## config.mk

```make
export PLATFORM = sky130hd
export DESIGN_NAME = seq_div
export DESIGN_NICKNAME = d
export VERILOG_FILES = /design/src/rtl/arith_pkg.sv /design/src/rtl/div_step.sv /design/src/rtl/seq_div.sv
export SDC_FILE = /design/constraint.sdc
export NUM_CORES = 1
export LEC_CHECK = 0
export ABC_AREA = 1
export BUFFER_PORTS_ARGS = -buffer_cell sky130_fd_sc_hd__buf_2
export CAP_MARGIN = 20
export CORE_MARGIN = 10
export CORE_UTILIZATION = 45
export DETAILED_ROUTE_END_ITERATION = 16
export PLACE_DENSITY_LB_ADDON = 0.08
export SETUP_SLACK_MARGIN = 0.15
export SYNTH_ARGS = -nofsm -noshare
export SYNTH_HDL_FRONTEND = slang
export SYNTH_SLANG_ARGS = --single-unit
```

## constraint.sdc

```tcl
create_clock -name clk -period 1.75 [get_ports clk]
set_input_delay 0.2625 -clock clk [delete_from_list [all_inputs] [get_ports clk]]
set_output_delay 0.2625 -clock clk [all_outputs]
set_load 0.005 [all_outputs]
```

## src/rtl/arith_pkg.sv

```systemverilog
// Shared definitions for the sequential arithmetic blocks (divider, multiplier).
package arith_pkg;

  localparam int ARITH_W = 4;

  typedef enum logic [1:0] {
    ST_IDLE = 2'd0,
    ST_RUN  = 2'd1,
    ST_DONE = 2'd2
  } state_t;

endpackage

```

## src/rtl/div_step.sv

```systemverilog
// One combinational restoring-division step: shift {rr,rq} left, trial-subtract rb.
module div_step
  import arith_pkg::*;
#(
  parameter int N = ARITH_W
) (
  input  logic [N:0]   rr_i,
  input  logic [N-1:0] rq_i,
  input  logic [N-1:0] rb_i,
  output logic [N:0]   rr_o,
  output logic [N-1:0] rq_o
);

  logic [N:0] sh_rr;
  logic [N:0] trial;
  logic       unused_rr_msb;

  // The stored partial remainder is always below the divisor, so its MSB is 0.
  assign unused_rr_msb = rr_i[N];

  assign sh_rr = {rr_i[N-1:0], rq_i[N-1]};
  assign trial = sh_rr - {1'b0, rb_i};

  always_comb begin
    if (!trial[N]) begin
      rr_o = trial;
      rq_o = {rq_i[N-2:0], 1'b1};
    end else begin
      rr_o = sh_rr;
      rq_o = {rq_i[N-2:0], 1'b0};
    end
  end

endmodule

```

## src/rtl/seq_div.sv

```systemverilog
// Sequential restoring divider, one quotient bit per clock.
// Optional macro DIV_DBZ_EN: divide-by-zero short-cut with dbz flag.
module seq_div
  import arith_pkg::*;
#(
  parameter int N = ARITH_W
) (
  input  logic         clk,
  input  logic         rst,
  input  logic         ld,
  input  logic [N-1:0] a,
  input  logic [N-1:0] b,
  output logic [N-1:0] q,
  output logic [N-1:0] r,
  output logic         busy,
  output logic         done,
  output logic         dbz
);

  localparam int CW = $clog2(N + 1);

  state_t         state_q, state_d;
  logic [N:0]     rr_q, rr_d, rr_step;
  logic [N-1:0]   rq_q, rq_d, rq_step;
  logic [N-1:0]   rb_q, rb_d;
  logic [CW-1:0]  cnt_q, cnt_d;
  logic [N-1:0]   q_q, q_d, r_q, r_d;
  logic           busy_q, busy_d, done_q, done_d, dbz_q, dbz_d;

  div_step #(.N(N)) u_step (
    .rr_i (rr_q),
    .rq_i (rq_q),
    .rb_i (rb_q),
    .rr_o (rr_step),
    .rq_o (rq_step)
  );

  always_comb begin
    state_d = state_q;
    rr_d    = rr_q;
    rq_d    = rq_q;
    rb_d    = rb_q;
    cnt_d   = cnt_q;
    q_d     = q_q;
    r_d     = r_q;
    busy_d  = busy_q;
    done_d  = done_q;
    dbz_d   = dbz_q;
    case (state_q)
      ST_IDLE, ST_DONE: begin
        if (ld) begin
          rr_d   = '0;
          rq_d   = a;
          rb_d   = b;
          done_d = 1'b0;
          dbz_d  = 1'b0;
`ifdef DIV_DBZ_EN
          if (b == '0) begin
            state_d = ST_DONE;
            cnt_d   = '0;
            q_d     = '1;
            r_d     = a;
            done_d  = 1'b1;
            dbz_d   = 1'b1;
          end else begin
            state_d = ST_RUN;
            cnt_d   = CW'(N);
            busy_d  = 1'b1;
          end
`else
          state_d = ST_RUN;
          cnt_d   = CW'(N);
          busy_d  = 1'b1;
`endif
        end
      end
      ST_RUN: begin
        // ld is deliberately ignored here; the captured operands run to completion.
        rr_d  = rr_step;
        rq_d  = rq_step;
        cnt_d = cnt_q - CW'(1);
        if (cnt_q == CW'(1)) begin
          state_d = ST_DONE;
          q_d     = rq_step;
          r_d     = rr_step[N-1:0];
          busy_d  = 1'b0;
          done_d  = 1'b1;
        end
      end
      default: state_d = ST_IDLE;
    endcase
  end

  always_ff @(posedge clk or posedge rst) begin
    if (rst) begin
      state_q <= ST_IDLE;
      rr_q    <= '0;
      rq_q    <= '0;
      rb_q    <= '0;
      cnt_q   <= '0;
      q_q     <= '0;
      r_q     <= '0;
      busy_q  <= 1'b0;
      done_q  <= 1'b0;
      dbz_q   <= 1'b0;
    end else begin
      state_q <= state_d;
      rr_q    <= rr_d;
      rq_q    <= rq_d;
      rb_q    <= rb_d;
      cnt_q   <= cnt_d;
      q_q     <= q_d;
      r_q     <= r_d;
      busy_q  <= busy_d;
      done_q  <= done_d;
      dbz_q   <= dbz_d;
    end
  end

  assign q    = q_q;
  assign r    = r_q;
  assign busy = busy_q;
  assign done = done_q;
  assign dbz  = dbz_q;

endmodule

```

==> results.yml, run 1 <==
clock_tree:
  clockRootBuffer: "clkbuf_4"
  cts_buffers: 3
  htreeDepth: 1
  numClockSinks: 27
  cts_buffer_depth: 2
  clk_pin_slew_ns: 0.16
  clk_latency_ns: 0.33
  cts_tree: "built"
yosys:
  synth_edf_count: 0
  yosysWarnings: 0
  synth_seq_cells: 27
  yosysSeqAreaShare_pct: 48.4
  syn_inst: 159
  async_flop_share_pct: 100
  syn_nets: 177
  netlist_area_um2: 1400
  synth_cell_type_count: 28
  synth_area_per_cell_um2: 8.77
  ys.flop_type: "dfrtp_1"
routing:
  firstDrtPassIters: 4
  drt_iter0_drc: 40
  routed_wl_um: 2820
  drc: 0
  wl_per_cell_um: 12.9
  via_count: 1053
  vias_per_cell: 4.81
  antenna_left: 0
layout:
  area_delta_synth_final_pct: 17.0
  fin_nets: 205
  final_cells: 219
  drive_above_1_share_pct: 32.3
  diodes: 0
  finalInstanceArea_um2: 1630
  fin_util_pct: 54.4
timing:
  finalHoldViolCount: 0
  setup_viol_count_final: 0
  fin_crit_ns: 1.71
  skew_ns: 0.00487
  max_freq_ghz: 0.585
  finalCritPeriodShare_pct: 97.7
  rsz0062_at_grt: "yes"
  finalWorstSetupSlack_ns: 0.0410
  drv_slew: 0
job:
  cap_violations: 0
floorplanning:
  start_util_pct: 46.5
  rows: 20
  coreArea_um2: 3000
  dieArea_um2: 5730
  io_pins: 22
  die_w_um: 75.7
  die_h_um: 75.7
worst_setup_path:
  cp-end-kind: "flop"
  path_buf_inv: 1
  crit_required_ns: 1.99
  cp_top_family: "simple AND/OR/NAND/NOR gates"
  start_kind: "flop"
  crit_chain: "ha_4, fa_2, inv_2, nand2_2, nand2_2, nand3_4, nand2_4, nand2_2, nand3_1, nand2_1"
  cp_common_cell: "nand2_2"
  cp.arrival_ns: 1.95
  critPathSlowestCell: "dfrtp_1"
  path_class: "flop to flop"
  critPathMaxStageDelay_ns: 0.44
  cp_max_fo: 6
place:
  preCtsSetupSlack_ns: 0.0177
  gp_congestion: 0.849
  numPortBuffers: 20
  place.detailed.hpwl_um: 2160
  dpl_cell_area_um2: 1530
  dp.cells: 211
power:
  p_leak_nw: 0.867
  pwr-share-clk_pct: 8.1
  power_w: 0.00352
  p_seq_share_pct: 30.6
  intPower_w: 0.00186
  powerDensity_nw_per_um2: 2150
  power_switching_w: 0.00165
  comb_power_share_pct: 61.3
  vdd_drop_max_mv: 0.811
  swShare_pct: 47.0
global_routing:
  grt_pass1_vias: 1058
  grt_pass1_wl_um: 4790
  grt_start_max_net_pins: 28
  antenna_found_initial: 0
  track_usage_pct: 10.6
  overflow: 0
outcome:
  status: "finished, final reports clean"
min_path:
  min_path_type: "input port to flop"
[cell families (layout without fill, tap and decap cells)]
kind of cell,after synthesis,count (layout),synth area share [%]
other,1,1,0.269
adders and majority gates,7,7,6.82
DFF,27,27,48.4
and+or+nand+nor,79,79,27.4
buffers and inverters,27,54,8.34
AOI/OAI and AO/OA,18,18,8.79
[worst reg2reg max path: stages (launching register included)]
cell and delay, ns:
dfrtp_1 0.44, ha_4 0.18, fa_2 0.35, inv_2 0.09, nand2_2 0.07, nand2_2 0.08
nand3_4 0.09, nand2_4 0.11, nand2_2 0.07, nand3_1 0.07, nand2_1 0.06
[through the flow]
| stage | setup TNS, ns | hold slack [ns] |
|---|---|---|
| global placement | 0 | 0.337 |
| floorplan | 0 | 0.315 |
| finish | 0 | 0.101 |
| global route | -0.114 | 0.0908 |
| detailed placement | 0 | 0.340 |
| CTS | 0 | 0.0899 |
[cells in the mapped netlist, types with 2 or more instances]
| cell type | n | area share, % |
|---|---|---|
| inv_1 | 20 | 5.4 |
| o21ai_1 | 2 | 0.72 |
| nand2_1 | 46 | 12 |
| nand2_2 | 9 | 4.0 |
| nand3_4 | 2 | 2.5 |
| o21ai_0 | 5 | 1.8 |
| ha_1 | 6 | 5.4 |
| o21ai_2 | 3 | 1.9 |
| inv_2 | 3 | 0.81 |
| dfrtp_1 | 27 | 48 |
| nor2_1 | 5 | 1.3 |
| o221ai_1 | 3 | 1.9 |
| nand3_1 | 13 | 4.7 |
[area by class of cell]
| cell class | instances | area, µm² |
|---|---|---|
| Fill cell | 283 | 1370 |
| Sequential cell | 27 | 676 |
| Multi-Input combinational cell | 105 | 646 |
| Timing Repair Buffer | 26 | 148 |
| Inverter | 24 | 92.6 |
| Tap cell | 33 | 41.3 |
| Clock buffer | 3 | 22.5 |
| Clock inverter | 1 | 7.51 |
[metal layers]
metal	track usage [%]	routed length, µm	vias to the layer above
li1	-	-	554
met5	0	0	-
met2	17.3	1300	18
met1	14.4	1400	477
met3	1.69	109	4
met4	2.47	23	0
[sequential cells by signal, indices dropped and copies added, names as in the netlist]
name / count
busy: 1
cnt_q: 3
done: 1
q: 4
r: 4
rb_q: 4
rq_q: 4
rr_q: 4
state_q: 2
[power by group through the flow]
stage                     Sequential (W)  Clock [W]  Combinational [W]
final                            0.00108   0.000285            0.00215
after global placement           0.00108          0            0.00191
after floorplan                  0.00107          0            0.00155
after CTS                        0.00107   0.000300            0.00202
after global routing             0.00112   0.000323            0.00246
after detailed placement         0.00109          0            0.00197
[cell usage in the layout (no fill, tap or decap), drive strengths merged]
master	n
a21oi	2
buf	25
o31ai	1
inv	24
dlygate4sd3	1
or2	1
dfrtp	27
o211ai	1
ha	6
nand2	56
nand3	15
nor2	6
o21ai	10
clkinvlp	1
clkbuf	3
o221ai	3
conb	1
nand3b	1
o22ai	1
fa	1
[repair_timing]
action,in CTS,in global routing
buffers inserted,1,2
pin swaps,1,3
endpoints found under the setup margin,10,11
gates resized for setup,4,6
hold buffers,1,0
hold endpoints to repair,27,0
[worst paths after layout]
kind	slack [ns]	from	cells past startpoint	end
max reg2reg	0.04	rb_q[0]$_DFFE_PP0P_	10	rr_q[0]$_DFFE_PP0P_
min	0.10	ld	2	state_q[1]$_DFFE_PP0P_
min reg2reg	0.49	r[3]$_DFFE_PP0P_	2	r[3]$_DFFE_PP0P_
max	0.04	rb_q[0]$_DFFE_PP0P_	10	rr_q[0]$_DFFE_PP0P_
min in group asynchronous	0.49	rst	4	q[2]$_DFFE_PP0P_
max in group asynchronous	1.00	rst	4	r[1]$_DFFE_PP0P_
Note: power is estimated with default switching activity, not from simulation.
==> inputs of run 2 (changes only) <==
--- a/config.mk
+++ b/config.mk
@@ -11,7 +11,8 @@
 export CORE_MARGIN = 10
 export CORE_UTILIZATION = 45
 export DETAILED_ROUTE_END_ITERATION = 16
-export PLACE_DENSITY_LB_ADDON = 0.08
+export GPL_ROUTABILITY_DRIVEN = 0
+export PLACE_DENSITY_LB_ADDON = 0.15
 export SETUP_SLACK_MARGIN = 0.15
 export SYNTH_ARGS = -nofsm -noshare
 export SYNTH_HDL_FRONTEND = slang
==> run 2 against run 1 <==
Routed wire length increased by 2.8%. Fmax increased by 1.6%. Non-clock buffer count unchanged. Critical path depth unchanged. Hold slack improved by 0.0070 ns. Clock skew about the same. Flip-flop and latch count unchanged. Sequential power about the same. Core utilization increased by 0.21 points. Combinational power increased by 3%. Critical endpoint is now r[2]$_DFFE_PP0P_.
==> results.yml, run 2 (synthesis gave the netlist of run 1 again) <==
layout:
  diodes: 0
  drive_above_1_share_pct: 32.8
  final_cells: 219
  fin_nets: 205
  layout_common_cells: "nand2_1 (45), dfrtp_1 (27), buf_2 (20)"
  final_common_cell: "nand2_1"
  area_delta_synth_final_pct: 17.5
  finalInstanceArea_um2: 1640
  fin_util_pct: 54.6
power:
  vdd_drop_max_mv: 0.952
  powerDensity_nw_per_um2: 2180
  p_leak_nw: 0.870
global_routing:
  overflow: 0
  antenna_found_initial: 0
  grt_pass1_wl_um: 4750
  track_usage_pct: 11.0
  grt_start_max_net_pins: 28
  grt_pass1_vias: 1056
floorplanning:
  io_pins: 22
  die_w_um: 75.7
  rows: 20
  dieArea_um2: 5730
  die_h_um: 75.7
  start_util_pct: 46.5
  coreArea_um2: 3000
worst_setup_path:
  cp.arrival_ns: 1.93
  cp_max_fo: 6
  crit_required_ns: 2.00
  cp-end-kind: "flop"
  start_kind: "flop"
  path_class: "flop to flop"
timing:
  finalHoldViolCount: 0
  skew_ns: 0.00490
  finalWorstSetupSlack_ns: 0.0679
  drv_slew: 0
  finalCritPeriodShare_pct: 96.1
  setup_viol_count_final: 0
  max_freq_ghz: 0.595
  rsz0062_at_grt: "yes"
  fin_crit_ns: 1.68
  tns_ns: 0
job:
  cap_violations: 0
place:
  dpl_cell_area_um2: 1530
  place.detailed.hpwl_um: 2200
  dp.cells: 211
  preCtsSetupSlack_ns: 0.0548
  numPortBuffers: 20
clock_tree:
  cts_buffer_depth: 2
  htreeDepth: 1
  clk_pin_slew_ns: 0.14
  cts_buffers: 3
  clockRootBuffer: "clkbuf_4"
  clk_latency_ns: 0.33
  numClockSinks: 27
  cts_tree: "built"
min_path:
  min_path_type: "input port to flop"
routing:
  drt_iter0_drc: 33
  antenna_left: 0
  wl_per_cell_um: 13.3
  firstDrtPassIters: 4
  drc: 0
  routed_wl_um: 2900
  vias_per_cell: 4.94
  via_count: 1081
outcome:
  status: "finished, final reports clean"
run 2: cell count changes in the layout (fill, tap and decap cells not counted), sizes merged:
| cell | change |
|---|---|
| clkinvlp | -1 |
| clkbuf | +1 |
run 2: layer usage:
| layer | track usage (%) | routed length, µm | vias to the layer above |
|---|---|---|---|
| met5 | 0 | 0 | - |
| met4 | 6.19 | 67 | 0 |
| met3 | 2.86 | 149 | 5 |
| met2 | 17.4 | 1310 | 22 |
| met1 | 13.2 | 1380 | 501 |
| li1 | - | - | 553 |
run 2: final cells by class:
class,instances,area (µm²)
clock buffer,4,26.3
fill,296,1360
inverter,24,92.6
multi-input combinational,105,656
sequential,27,676
tap,33,41.3
timing repair buffer,26,148
run 2: power breakdown:
group | leakage, nW | switching [W] | total, W | internal (W)
Clock | 0.0150 | 0.000187 | 0.000277 | 0.0000896
Combinational | 0.522 | 0.00135 | 0.00222 | 0.000872
Sequential | 0.334 | 0.000157 | 0.00107 | 0.000917
run 2: per-stage QoR:
step | power, W | hold slack (ns)
2_1_floorplan | 0.00261 | 0.315
3_3_place_gp | 0.00297 | 0.340
3_5_place_dp | 0.00306 | 0.342
4_1_cts | 0.00348 | 0.107
5_1_grt | 0.00390 | 0.112
6_report | 0.00357 | 0.108
run 2: timing repair:
| action | CTS | global route |
|---|---|---|
| hold endpoints to repair | 27 | 0 |
| pin swaps | 4 | 3 |
| resized for setup | 7 | 5 |
| setup endpoints to repair | 10 | 11 |
| hold buffers | 1 | 0 |
| buffers inserted | 2 | 1 |
run 2: worst paths after layout:
| kind | start | to | slack (ns) | cells past startpoint |
|---|---|---|---|---|
| min | ld | state_q[1]$_DFFE_PP0P_ | 0.11 | 2 |
| max | rb_q[0]$_DFFE_PP0P_ | r[2]$_DFFE_PP0P_ | 0.07 | 10 |
| max reg2reg | rb_q[0]$_DFFE_PP0P_ | r[2]$_DFFE_PP0P_ | 0.07 | 10 |
| min in group asynchronous | rst | r[1]$_DFFE_PP0P_ | 0.50 | 4 |
| max in group asynchronous | rst | rq_q[2]$_DFFE_PP0P_ | 0.98 | 4 |
| min reg2reg | cnt_q[2]$_DFFE_PP0P_ | cnt_q[2]$_DFFE_PP0P_ | 0.48 | 1 |
run 2: worst max-delay path: stages (launching register included):
cell and delay, ns:
dfrtp_1 0.44, ha_4 0.18, fa_2 0.36, inv_2 0.08, nand2_2 0.06, nand2_2 0.08
nand3_4 0.09, nand2_4 0.11, nand2_2 0.08, nand3_1 0.07, nand2_1 0.05
